==> src/rtl/seg7_scan_driver_if.sv <==
// Display-word inputs and scanned pin outputs between the MMIO register and the driver.
interface seg7_scan_driver_if;
    logic [31:0] SegData;
    logic [7:0]  DigitEn;
    logic        LzBlank;
    logic [7:0]  AnOut;
    logic [7:0]  SegOut;
    logic        FrameTick;

    // MMIO side: provides the display word, observes the pins
    modport master (
        output SegData,
        output DigitEn,
        output LzBlank,
        input  AnOut,
        input  SegOut,
        input  FrameTick
    );

    // Driver side: consumes the display word, drives the pins
    modport slave (
        input  SegData,
        input  DigitEn,
        input  LzBlank,
        output AnOut,
        output SegOut,
        output FrameTick
    );
endinterface

==> src/rtl/seg7_scan_driver.sv <==
// Eight-digit hex seven-segment scan driver with per-frame shadow capture,
// per-slot dead time, digit masking and leading-zero suppression.
module seg7_scan_driver #(
    parameter int unsigned SCAN_DIV  = 100000,
    parameter int unsigned BLANK_CYC = 1000
) (
    input  logic               clk,
    input  logic               reset,
    seg7_scan_driver_if.slave  bus
);

    localparam int unsigned CNT_W = $clog2(SCAN_DIV);
    localparam logic [CNT_W-1:0] CNT_LAST = CNT_W'(SCAN_DIV - 1);

    typedef enum logic {
        ST_LOAD = 1'b0,
        ST_SCAN = 1'b1
    } state_t;

    state_t           state;
    state_t           state_nxt;

    logic [CNT_W-1:0] cnt;
    logic [2:0]       idx;
    logic [31:0]      sh_data;
    logic [7:0]       sh_en;
    logic             sh_lz;

    logic             slot_end;
    logic             in_blank;
    logic [2:0]       hi_idx;
    logic [7:0]       visible;
    logic [3:0]       nibble;

    logic [7:0]       an_d;
    logic [7:0]       seg_d;
    logic             tick_d;
    logic [7:0]       an_q;
    logic [7:0]       seg_q;
    logic             tick_q;

    // Hex nibble to gfedcba segment pattern
    function automatic logic [6:0] decode(input logic [3:0] n);
        logic [6:0] s;
        case (n)
            4'h0:    s = 7'h3F;
            4'h1:    s = 7'h06;
            4'h2:    s = 7'h5B;
            4'h3:    s = 7'h4F;
            4'h4:    s = 7'h66;
            4'h5:    s = 7'h6D;
            4'h6:    s = 7'h7D;
            4'h7:    s = 7'h07;
            4'h8:    s = 7'h7F;
            4'h9:    s = 7'h6F;
            4'hA:    s = 7'h77;
            4'hB:    s = 7'h7C;
            4'hC:    s = 7'h39;
            4'hD:    s = 7'h5E;
            4'hE:    s = 7'h79;
            default: s = 7'h71;
        endcase
        return s;
    endfunction

    assign slot_end = (cnt == CNT_LAST);
    assign in_blank = (32'(cnt) < BLANK_CYC);
    assign nibble   = sh_data[{idx, 2'b00} +: 4];

    // State register
    always_ff @(posedge clk or posedge reset) begin
        if (reset) begin
            state <= ST_LOAD;
        end else begin
            state <= state_nxt;
        end
    end

    // Next-state logic: one LOAD cycle, then eight full slots of SCAN
    always_comb begin
        state_nxt = state;
        case (state)
            ST_LOAD: state_nxt = ST_SCAN;
            ST_SCAN: begin
                if (slot_end && (idx == 3'd7)) begin
                    state_nxt = ST_LOAD;
                end
            end
            default: state_nxt = ST_LOAD;
        endcase
    end

    // Slot counter, digit index and frame shadows
    always_ff @(posedge clk or posedge reset) begin
        if (reset) begin
            cnt     <= '0;
            idx     <= 3'd0;
            sh_data <= 32'h0;
            sh_en   <= 8'h00;
            sh_lz   <= 1'b0;
        end else if (state == ST_LOAD) begin
            cnt     <= '0;
            idx     <= 3'd0;
            sh_data <= bus.SegData;
            sh_en   <= bus.DigitEn;
            sh_lz   <= bus.LzBlank;
        end else if (slot_end) begin
            cnt <= '0;
            if (idx != 3'd7) begin
                idx <= idx + 3'd1;
            end
        end else begin
            cnt <= cnt + CNT_W'(1);
        end
    end

    // Per-digit visibility from the enable mask and the highest non-zero nibble
    always_comb begin
        hi_idx  = 3'd0;
        visible = 8'h00;
        for (int i = 1; i < 8; i++) begin
            if (sh_data[4*i +: 4] != 4'h0) begin
                hi_idx = 3'(i);
            end
        end
        for (int i = 0; i < 8; i++) begin
            visible[i] = sh_en[i] && (!sh_lz || (3'(i) <= hi_idx));
        end
    end

    // Output decode for the next registered pin values
    always_comb begin
        an_d   = 8'h00;
        seg_d  = 8'h00;
        tick_d = 1'b0;
        case (state)
            ST_LOAD: tick_d = 1'b1;
            ST_SCAN: begin
                if (!in_blank && visible[idx]) begin
                    an_d  = 8'h01 << idx;
                    seg_d = {1'b0, decode(nibble)};
                end
            end
            default: tick_d = 1'b0;
        endcase
    end

    // Pin registers; reset darkens the display immediately
    always_ff @(posedge clk or posedge reset) begin
        if (reset) begin
            an_q   <= 8'h00;
            seg_q  <= 8'h00;
            tick_q <= 1'b0;
        end else begin
            an_q   <= an_d;
            seg_q  <= seg_d;
            tick_q <= tick_d;
        end
    end

    assign bus.AnOut     = an_q;
    assign bus.SegOut    = seg_q;
    assign bus.FrameTick = tick_q;

endmodule

==> src/flat_wrapper.sv <==
// flat-port wrapper written by rule: the top's interface ports become plain ports
module seg7_scan_driver_flat 
#(
    parameter int unsigned SCAN_DIV  = 100000,
    parameter int unsigned BLANK_CYC = 1000
)
  (clk, reset, bus_SegData, bus_DigitEn, bus_LzBlank, bus_AnOut, bus_SegOut, bus_FrameTick);
  seg7_scan_driver_if bus_i ();
  input  logic clk;
  input  logic reset;
  input wire logic [$bits(bus_i.SegData)-1:0] bus_SegData;
  input wire logic [$bits(bus_i.DigitEn)-1:0] bus_DigitEn;
  input wire logic [$bits(bus_i.LzBlank)-1:0] bus_LzBlank;
  output wire logic [$bits(bus_i.AnOut)-1:0] bus_AnOut;
  output wire logic [$bits(bus_i.SegOut)-1:0] bus_SegOut;
  output wire logic [$bits(bus_i.FrameTick)-1:0] bus_FrameTick;
  assign bus_i.SegData = bus_SegData;
  assign bus_i.DigitEn = bus_DigitEn;
  assign bus_i.LzBlank = bus_LzBlank;
  assign bus_AnOut = bus_i.AnOut;
  assign bus_SegOut = bus_i.SegOut;
  assign bus_FrameTick = bus_i.FrameTick;
  seg7_scan_driver #(.SCAN_DIV(SCAN_DIV), .BLANK_CYC(BLANK_CYC)) u_core (.clk(clk), .reset(reset), .bus(bus_i));
endmodule
==> config.mk <==
export PLATFORM = sky130hd
export DESIGN_NAME = seg7_scan_driver_flat
export DESIGN_NICKNAME = d
export VERILOG_FILES = /design/src/rtl/seg7_scan_driver_if.sv /design/src/rtl/seg7_scan_driver.sv /design/src/flat_wrapper.sv
export SDC_FILE = /design/constraint.sdc
export NUM_CORES = 1
export LEC_CHECK = 0
export ABC_AREA = 1
export CAP_MARGIN = 20
export CORE_MARGIN = 10
export CORE_UTILIZATION = 40
export DETAILED_ROUTE_END_ITERATION = 6
export PLACE_DENSITY = 0.59
export SYNTH_ARGS = -nofsm -noshare
export SYNTH_HDL_FRONTEND = slang
export SYNTH_SLANG_ARGS = --single-unit
==> constraint.sdc <==
create_clock -name clk -period 3.78 [get_ports clk]
set_input_delay 0.945 -clock clk [delete_from_list [all_inputs] [get_ports clk]]
set_output_delay 0.945 -clock clk [all_outputs]
set_load 0.01 [all_outputs]
==> run metrics <==
Setup crit start u_core.idx[0]; Global Route Usage Sum 0.132; Slew Viols, Final 0; initial antenna violation count 0; finished layout cell area 0.00481 mm2; CTS Buf Count 9; core area 0.00968 mm2; FF-to-FF Start u_core.idx[0]; Tmin final 2.65 ns; cell count after synthesis 492; wire per inst 13.3 um; # rows 36; Post-CTS Hold Buffers 0; Clock Skews 0.0126 ns; period utilisation layout 0.701; Post-Syn Area per Cell 8.04 um2; post_cts resized 0; Die X 119 um; crit path DAT 2.94 ns; Max-slew headroom 0.501; WP data required 4.07 ns; Final Hold Viols 0; Syn. warnings 0; R2R Path End u_core.bus.SegOut[0]; CP max FO 25; I/O pin count 60; # fillers 946; share of synthesized flip-flops with an asynchronous set or reset 1.00; Net count, final 601; Worst-Skew Late Latency 0.36 ns; CTS tree built; net count after synthesis 548; RD Place Congestion 0.816; CTS clk-pin slew, worst paths 0.08 ns; setup TNS 0 ns; crit start category register; Post-CTS Setup Bufs 0; Final ANT Viol Nets 0; drt via density 4.70; wirelength, routed 9070 um; FF-to-FF path depth 11; Reg area 0.00195 mm2; vias 3210; Max-Cap Viols 0; die area 0.0143 mm2; largest net degree at the start of global routing 67; Worst Max-Slew Pin Slew 0.748 ns; Synth Register Bits 78; Netlist Area Pre-Place 0.00396 mm2; first-pass GRT wire length 15700 um; Power Density 324 mW/mm2; starting density of the core 0.409; DR iter-0 viols 167; via count of the first global-routing pass 3305; Crit Path Category register to register; met1 WL 4460 um; Distinct cells, synth 37; dpl hpwl 6700 um; Hold Crit Class register to register; status finished clean; Main synth FF type dfrtp_1; sequential area share after synthesis 0.493; RSZ-0062 raised after global routing no; diode count 0; Max VDD drop 0.158 mV; Initial DRT Pass Iterations 6; Root Buffer Master clkbuf_8; Leak 2.22 nW; CTS sink count 78; met2 wire len 4070 um; buffers added on ports 58; multi-input logic area 0.00167 mm2; Clock Path Buffers 2; met3 routed WL 343 um; setup violators final 0; Residual DRC 0; placed inst area 0.00464 mm2; area grow syn2layout 21.7%; htree depth 3; Crit. End Element register; Die Ht 119 um; FF-to-FF setup slack 1.13 ns; layout cells sized above 1 0.0927; FMAX 377 MHz; Worst Setup EP u_core.bus.SegOut[0]; GRT Residual Overflow 0; Top Metal Used met4; Post-synth EDFFs 0
==> cells by family (layout without fill, tap and decap cells) <==
| group | count (synthesis) | in the layout | synth area share |
|---|---|---|---|
| other | 1 | 1 | 0.000948 |
| buffers and inverters | 79 | 137 | 0.0835 |
| AOI/OAI and AO/OA | 90 | 90 | 0.127 |
| adders and majority gates | 13 | 13 | 0.0411 |
| xor gates and xnor gates | 3 | 3 | 0.00664 |
| DFF | 78 | 78 | 0.493 |
| and+or+nand+nor | 228 | 228 | 0.248 |
==> layer usage <==
metal	vias to the layer above	global-route usage
met3	18	0.0283
met1	1449	0.174
met4	0	0.0535
met2	67	0.208
met5	-	0
li1	1676	-
==> power by group <==
part	internal (W)	leakage [nW]	switching, W
registers	0.000856	0.980	0.0000135
logic	0.0000633	1.16	0.0000659
clock network	0.000252	0.0841	0.000310
==> layout by cell type (no fill, tap or decap), drive strengths merged <==
cell type,n
clkdlybuf4s50,58
nor3b,2
nand3,17
nor3,8
nand2,134
o21ai,56
o22ai,1
clkbuf,10
a21oi,27
buf,3
nor2,52
dfrtp,78
nand3b,1
a21boi,2
a31oi,2
nand4,9
a211oi,1
nor4,5
inv,60
xor2,2
clkinv,3
conb,1
clkinvlp,3
ha,13
o31ai,1
xnor2,1
==> through the flow <==
step / instances / hold slack, ns / utilization / setup slack (ns) / power [W]
floorplan: 492 / 0.433 / - / 0.840 / 0.000948
global placement: 667 / 0.447 / 0.479 / 1.28 / 0.00101
detailed placement: 667 / 0.455 / 0.479 / 1.17 / 0.00102
CTS: 683 / 0.467 / 0.497 / 1.17 / 0.00159
global route: 683 / 0.510 / 0.497 / 0.811 / 0.00163
finish: 683 / 0.463 / 0.497 / 1.13 / 0.00156
==> how the worst min path moves through the flow <==
stage | start | end | slack, ns | depth (start not counted)
CTS | u_core.cnt[0] | u_core.cnt[0] | 0.47 | 1
global route | u_core.cnt[0] | u_core.cnt[0] | 0.51 | 1
finish | u_core.cnt[0] | u_core.cnt[0] | 0.46 | 1
floorplan | u_core.cnt[0] | u_core.cnt[0] | 0.43 | 1
detailed placement | u_core.cnt[0] | u_core.cnt[0] | 0.46 | 1
global placement | u_core.cnt[0] | u_core.cnt[0] | 0.45 | 1
==> registers in the layout, indices dropped and copies added (netlist names) <==
register,cells
u_core.sh_en,8
u_core.sh_data,32
u_core.idx,3
u_core.bus.FrameTick,1
u_core.cnt,17
u_core.state,1
u_core.sh_lz,1
u_core.bus.AnOut,8
u_core.bus.SegOut,7
==> final cells by class <==
class,instances,share of cell area
inverters,60,0.0478
multi-input cells,335,0.348
clock buffers,10,0.0286
well taps,133,0.0346
repair buffers,61,0.128
clock inverters,6,0.00780
flip-flops and latches,78,0.406
==> worst max-delay path, stage by stage (launching register included) <==
cell     delay [ns]
dfrtp_1        0.83
inv_2          0.33
o21ai_1        0.21
o21ai_1        0.11
o21ai_2        0.29
inv_1          0.12
ha_1           0.27
o21ai_2        0.15
inv_2          0.05
o21ai_2        0.04
o31ai_1        0.08
nor2_1         0.10
==> synthesized netlist by cell type (5+ instances only) <==
cell type	count	share of area
o21ai_2	5	0.011
o21ai_1	16	0.020
nand4_1	9	0.014
nand2_1	129	0.12
dfrtp_1	78	0.49
inv_1	47	0.045
o21ai_0	35	0.044
nor2_1	50	0.047
nand3_1	15	0.019
a21oi_1	25	0.032
clkbuf_1	9	0.0085
ha_1	13	0.041
nor3_1	8	0.010
buf_2	5	0.0063
inv_2	11	0.010
No activity file was read; power rests on OpenSTA's default activity.
==> patch 1 (same flow settings) <==
`SCAN_DIV` is set to 100000 in 2 places; all go to 50000.
--- a/src/rtl/seg7_scan_driver.sv
+++ b/src/rtl/seg7_scan_driver.sv
@@ -1,7 +1,7 @@
 // Eight-digit hex seven-segment scan driver with per-frame shadow capture,
 // per-slot dead time, digit masking and leading-zero suppression.
 module seg7_scan_driver #(
-    parameter int unsigned SCAN_DIV  = 100000,
+    parameter int unsigned SCAN_DIV  = 50000,
     parameter int unsigned BLANK_CYC = 1000
 ) (
     input  logic               clk,
--- a/src/flat_wrapper.sv
+++ b/src/flat_wrapper.sv
@@ -1,7 +1,7 @@
 // flat-port wrapper written by rule: the top's interface ports become plain ports
 module seg7_scan_driver_flat 
 #(
-    parameter int unsigned SCAN_DIV  = 100000,
+    parameter int unsigned SCAN_DIV  = 50000,
     parameter int unsigned BLANK_CYC = 1000
 )
   (clk, reset, bus_SegData, bus_DigitEn, bus_LzBlank, bus_AnOut, bus_SegOut, bus_FrameTick);
Behaviour: no difference found for any inputs over 10 cycles, from zero or initial values and one cycle with reset high; that may be too few to reach the edited logic, so the function may still have changed.
==> patch 1 against the unedited design <==
Power up 5.3%; clock skew up 3.4 ps; critical endpoint is now u_core.bus.SegOut[3]; area after synthesis up 1.3%; worst setup slack worse by 25 ps; combinational power down 3%; final cell count up 0.29%; design area up 1.2%; routed wire length up 0.44%; critical path type unchanged; global-route usage up 0.092 points; sequential cell count down 1; utilization up 0.12 points.
==> patch 1: results (changes against the unedited design) <==
| Metric | Value |
|---|---|
| Met2 WL | 4120 um (was 4070 um) |
| Vias in the first global route | 3,399 (was 3,305) |
| Pwr/cell area | 338 nW/um^2 (was 324 nW/um^2) |
| GR Util met3 | 0.0258 (was 0.0283) |
| Clock skew | 16.0 ps (was 12.6 ps) |
| First-pass GRT wire length | 16,000 um (was 15,700 um) |
| Synth top area cells | dfrtp_1 48%, nand2_1 14%, o21ai_0 4.4% (was dfrtp_1 49%, nand2_1 12%, nor2_1 4.7%) |
| RR Endpoint | u_core.bus.SegOut[3] (was u_core.bus.SegOut[0]) |
| Initial DRC count | 188 (was 167) |
| Post-synthesis sequential area ratio | 0.481 (was 0.493) |
| Top cells by count, synth | 151 x nand2_1, 77 x dfrtp_1, 35 x o21ai_0 (was 129 x nand2_1, 78 x dfrtp_1, 50 x nor2_1) |
| IO Port Bufs | 58 (unchanged) |
| Status | complete, no violations (unchanged) |
| Layout cells sized above 1 | 0.123 (was 0.0927) |
| Met3 routed WL | 482 um (was 343 um) |
| Syn Nets | 552 (was 548) |
| M1 GR Usage | 0.176 (was 0.174) |
| Final nets | 605 (was 601) |
| Peak fanout along the critical path | 24 (was 25) |
| Combinational power | 125 uW (was 129 uW) |
| Gr usage total | 0.133 (was 0.132) |
| Setup slack, reg-to-reg | 1110 ps (was 1130 ps) |
| Slew HR | 0.527 (was 0.501) |
| Largest regs | u_core.sh_data: 32 flops, u_core.cnt: 16 flops (was u_core.sh_data: 32 flops, u_core.cnt: 17 flops) |
| Dpl hpwl | 6720 um (was 6700 um) |
| Arr. time, crit path | 2960 ps (was 2940 ps) |
| Max VDD drop | 0.195 mV (was 0.158 mV) |
| WL met1 | 4390 um (was 4460 um) |
| GP Congestion | 0.859 (was 0.816) |
| Ys Warns | 0 (unchanged) |
| Clk pwr share | 0.399 (was 0.360) |
| Vias | 3,309 (was 3,210) |
| Sw frac | 0.227 (was 0.249) |
| LEAKAGE | 2.26 nW (was 2.22 nW) |
| Pin count of the biggest net entering global routing | 64 (was 67) |
## patch 1: cell types whose count changed after synthesis, moves of 6 or more
cell,before,now
nor2_1,50,34
nor2_2,2,14
nand3_1,15,25
nand2_1,129,151
a21oi_1,25,19
inv_1,47,32
## patch 1: cell families after synthesis
family          share of synthesized area
simple gates                        0.278
compound gates                      0.121
flops                               0.481
buf+inv                            0.0746
fa+ha+maj                          0.0406
xor+xnor                          0.00437
other cells                      0.000936
## patch 1: worst max path at each step
stage,cells past startpoint,startpoint,slack (ps),to
detailed placement,11,u_core.idx[0],1150,u_core.bus.SegOut[3]
finish,11,u_core.idx[0],1110,u_core.bus.SegOut[3]
global placement,11,u_core.idx[0],1220,u_core.bus.SegOut[3]
global route,11,u_core.idx[0],820,u_core.bus.SegOut[3]
floorplan,1,reset,870,u_core.bus.AnOut[0]
CTS,11,u_core.idx[0],1120,u_core.bus.SegOut[3]
## patch 1: cell type report
type	instances	area (um^2)
fillers	962	4900
flip-flops and latches	77	1930
multi-input cells	351	1780
repair buffers	62	611
inverters	48	183
well taps	133	166
clock buffers	9	124
clock inverters	5	77.6
## patch 1: metrics by stage
step,worst slack (ps),hold WS [ps],cells,area (um^2)
global placement,1220,438,671,4670
finish,1110,460,685,4870
global route,822,498,685,4870
floorplan,868,425,496,4010
CTS,1120,465,685,4870
detailed placement,1150,457,671,4670
## patch 1: critical path, cell delays in order, from the launching register on
cell and delay (ps):
dfrtp_1 810, inv_2 330, o21ai_1 210, o21ai_1 100
o21ai_2 280, inv_1 120, ha_1 240, inv_1 110
a21oi_2 70, a21oi_1 140, nand2_1 80, nor2_2 110
==> patch 2 (same flow settings) <==
Made on the original files. `an_q` no longer has a reset.
--- a/src/rtl/seg7_scan_driver.sv
+++ b/src/rtl/seg7_scan_driver.sv
@@ -148,14 +148,16 @@
     // Pin registers; reset darkens the display immediately
     always_ff @(posedge clk or posedge reset) begin
         if (reset) begin
-            an_q   <= 8'h00;
             seg_q  <= 8'h00;
             tick_q <= 1'b0;
         end else begin
-            an_q   <= an_d;
             seg_q  <= seg_d;
             tick_q <= tick_d;
         end
+    end
+
+    always_ff @(posedge clk) begin
+        an_q <= an_d;
     end
 
     assign bus.AnOut     = an_q;
Check against the original RTL: no difference found for any inputs over 10 cycles, from zero or initial values and one cycle with reset high; that may be too few to reach the edited logic, so the function may still have changed.
==> patch 2 against the unedited design <==
Global-route usage down 0.35 points; clock power increased by 5.2%; combinational power decreased by 5%; sequential cell count is the same; sequential power barely moved; design area is essentially flat; synthesized cell count increased by 0.41%; power up 1.3%; clock skew barely moved; routed wire length is 0.82% lower; worst setup slack worse by 9.9 ps; area after synthesis decreased by 0.19%; largest cell class unchanged; largest power group unchanged.
==> patch 2: results (changes against the unedited design) <==
| Metric | Value |
|---|---|
| Worst-path clk slew | 80 ps (about the same) |
| Max VDD drop | 0.153 mV (was 0.158 mV) |
| First drt pass iteration count | 5 (was 6) |
| Synth top area cells | dfrtp_1 44%, nand2_1 12%, o21ai_0 5.8% (was dfrtp_1 49%, nand2_1 12%, nor2_1 4.7%) |
| RR Endpoint | u_core.bus.SegOut[2] (was u_core.bus.SegOut[0]) |
| Yosys cell types | 41 (was 37) |
| GP Congestion | 0.884 (was 0.816) |
| Worst-margin pin slew | 888 ps (was 748 ps) |
| Largest regs | u_core.sh_data: 32 flops, u_core.cnt: 17 flops (unchanged) |
| First-pass GRT wire length | 15,200 um (was 15,700 um) |
| Vias | 3,207 (was 3,210) |
| Gr usage total | 0.129 (was 0.132) |
| Post-placement cell count | 673 (was 667) |
| LEAKAGE | 2.29 nW (was 2.22 nW) |
| Pin count of the biggest net entering global routing | 39 (was 67) |
| Dpl hpwl | 6700 um (about the same) |
| Syn Nets | 549 (was 548) |
| Layout cells sized above 1 | 0.0917 (was 0.0927) |
| Initial DRC count | 180 (was 167) |
| Post-synthesis sequential area ratio | 0.484 (was 0.493) |
| WL final | 9000 um (was 9070 um) |
| Async S/R FF share, synth | 0.897 (was 1.00) |
| Top cells by count, synth | 131 x nand2_1, 70 x dfrtp_1, 56 x inv_1 (was 129 x nand2_1, 78 x dfrtp_1, 50 x nor2_1) |
| Mapped Cells | 494 (was 492) |
| Status | complete, no violations (unchanged) |
| Arr. time, crit path | 2900 ps (was 2940 ps) |
| Finished Layout Cells | 689 (was 683) |
| Crit path largest cell delay | 930 ps (was 830 ps) |
| Peak fanout along the critical path | 30 (was 25) |
| Final nets | 606 (was 601) |
patch 2: worst max-delay path by stage:
stage | endpoint | cells after the start
2_1_floorplan | u_core.bus.FrameTick | 1
3_3_place_gp | u_core.bus.SegOut[6] | 13
3_5_place_dp | u_core.bus.SegOut[6] | 13
4_1_cts | u_core.bus.SegOut[6] | 13
5_1_grt | u_core.bus.SegOut[2] | 11
6_report | u_core.bus.SegOut[2] | 11
patch 2: cell families after synthesis:
| family | count (synthesis) | share of synthesized area |
|---|---|---|
| AO/OA/AOI/OAI | 94 | 0.130 |
| flip-flops | 78 | 0.484 |
| AND/OR/NAND/NOR | 221 | 0.246 |
| buffers and inverters | 83 | 0.0897 |
| adder cells (fa/ha/maj) | 12 | 0.0380 |
| XOR/XNOR | 5 | 0.0111 |
| other | 1 | 0.000950 |
patch 2: worst max-delay path, delay by kind of cell, from the launching register on:
kind / cells / cell delay, ps
flip-flops: 1 / 930
AO/OA/AOI/OAI: 5 / 900
buffers and inverters: 3 / 360
adder cells (fa/ha/maj): 1 / 230
AND/OR/NAND/NOR: 2 / 120
patch 2: layout make-up:
cell class                      count  area [um^2]
Tap cell                          133          166
Fill cell                         948         4870
Multi-Input combinational cell    333         1680
Sequential cell                    78         1910
Inverter                           67          254
Clock buffer                       13          169
Timing Repair Buffer               62          611
Clock inverter                      3         17.5
patch 2: metrics by stage:
stage | area (um^2) | setup slack, ps | hold WS (ps)
2_1_floorplan | 3950 | 1070 | 433
5_1_grt | 4810 | 825 | 521
6_report | 4810 | 1120 | 459
3_3_place_gp | 4630 | 1290 | 447
4_1_cts | 4810 | 1130 | 461
3_5_place_dp | 4630 | 1150 | 450
patch 2: where the power goes:
part,internal (mW),total [mW],switching (mW)
logic,0.0609,0.123,0.0618
registers,0.855,0.867,0.0127
clock network,0.291,0.591,0.300
total,1.21,1.58,0.374
patch 2: per-layer routing:
metal	up-vias	global-route usage	part of all wire
li1	1674	-	-
met3	12	0.0439	0.066
met1	1448	0.174	0.49
met2	73	0.189	0.42
met4	0	0.0437	0.015
met5	-	0	0
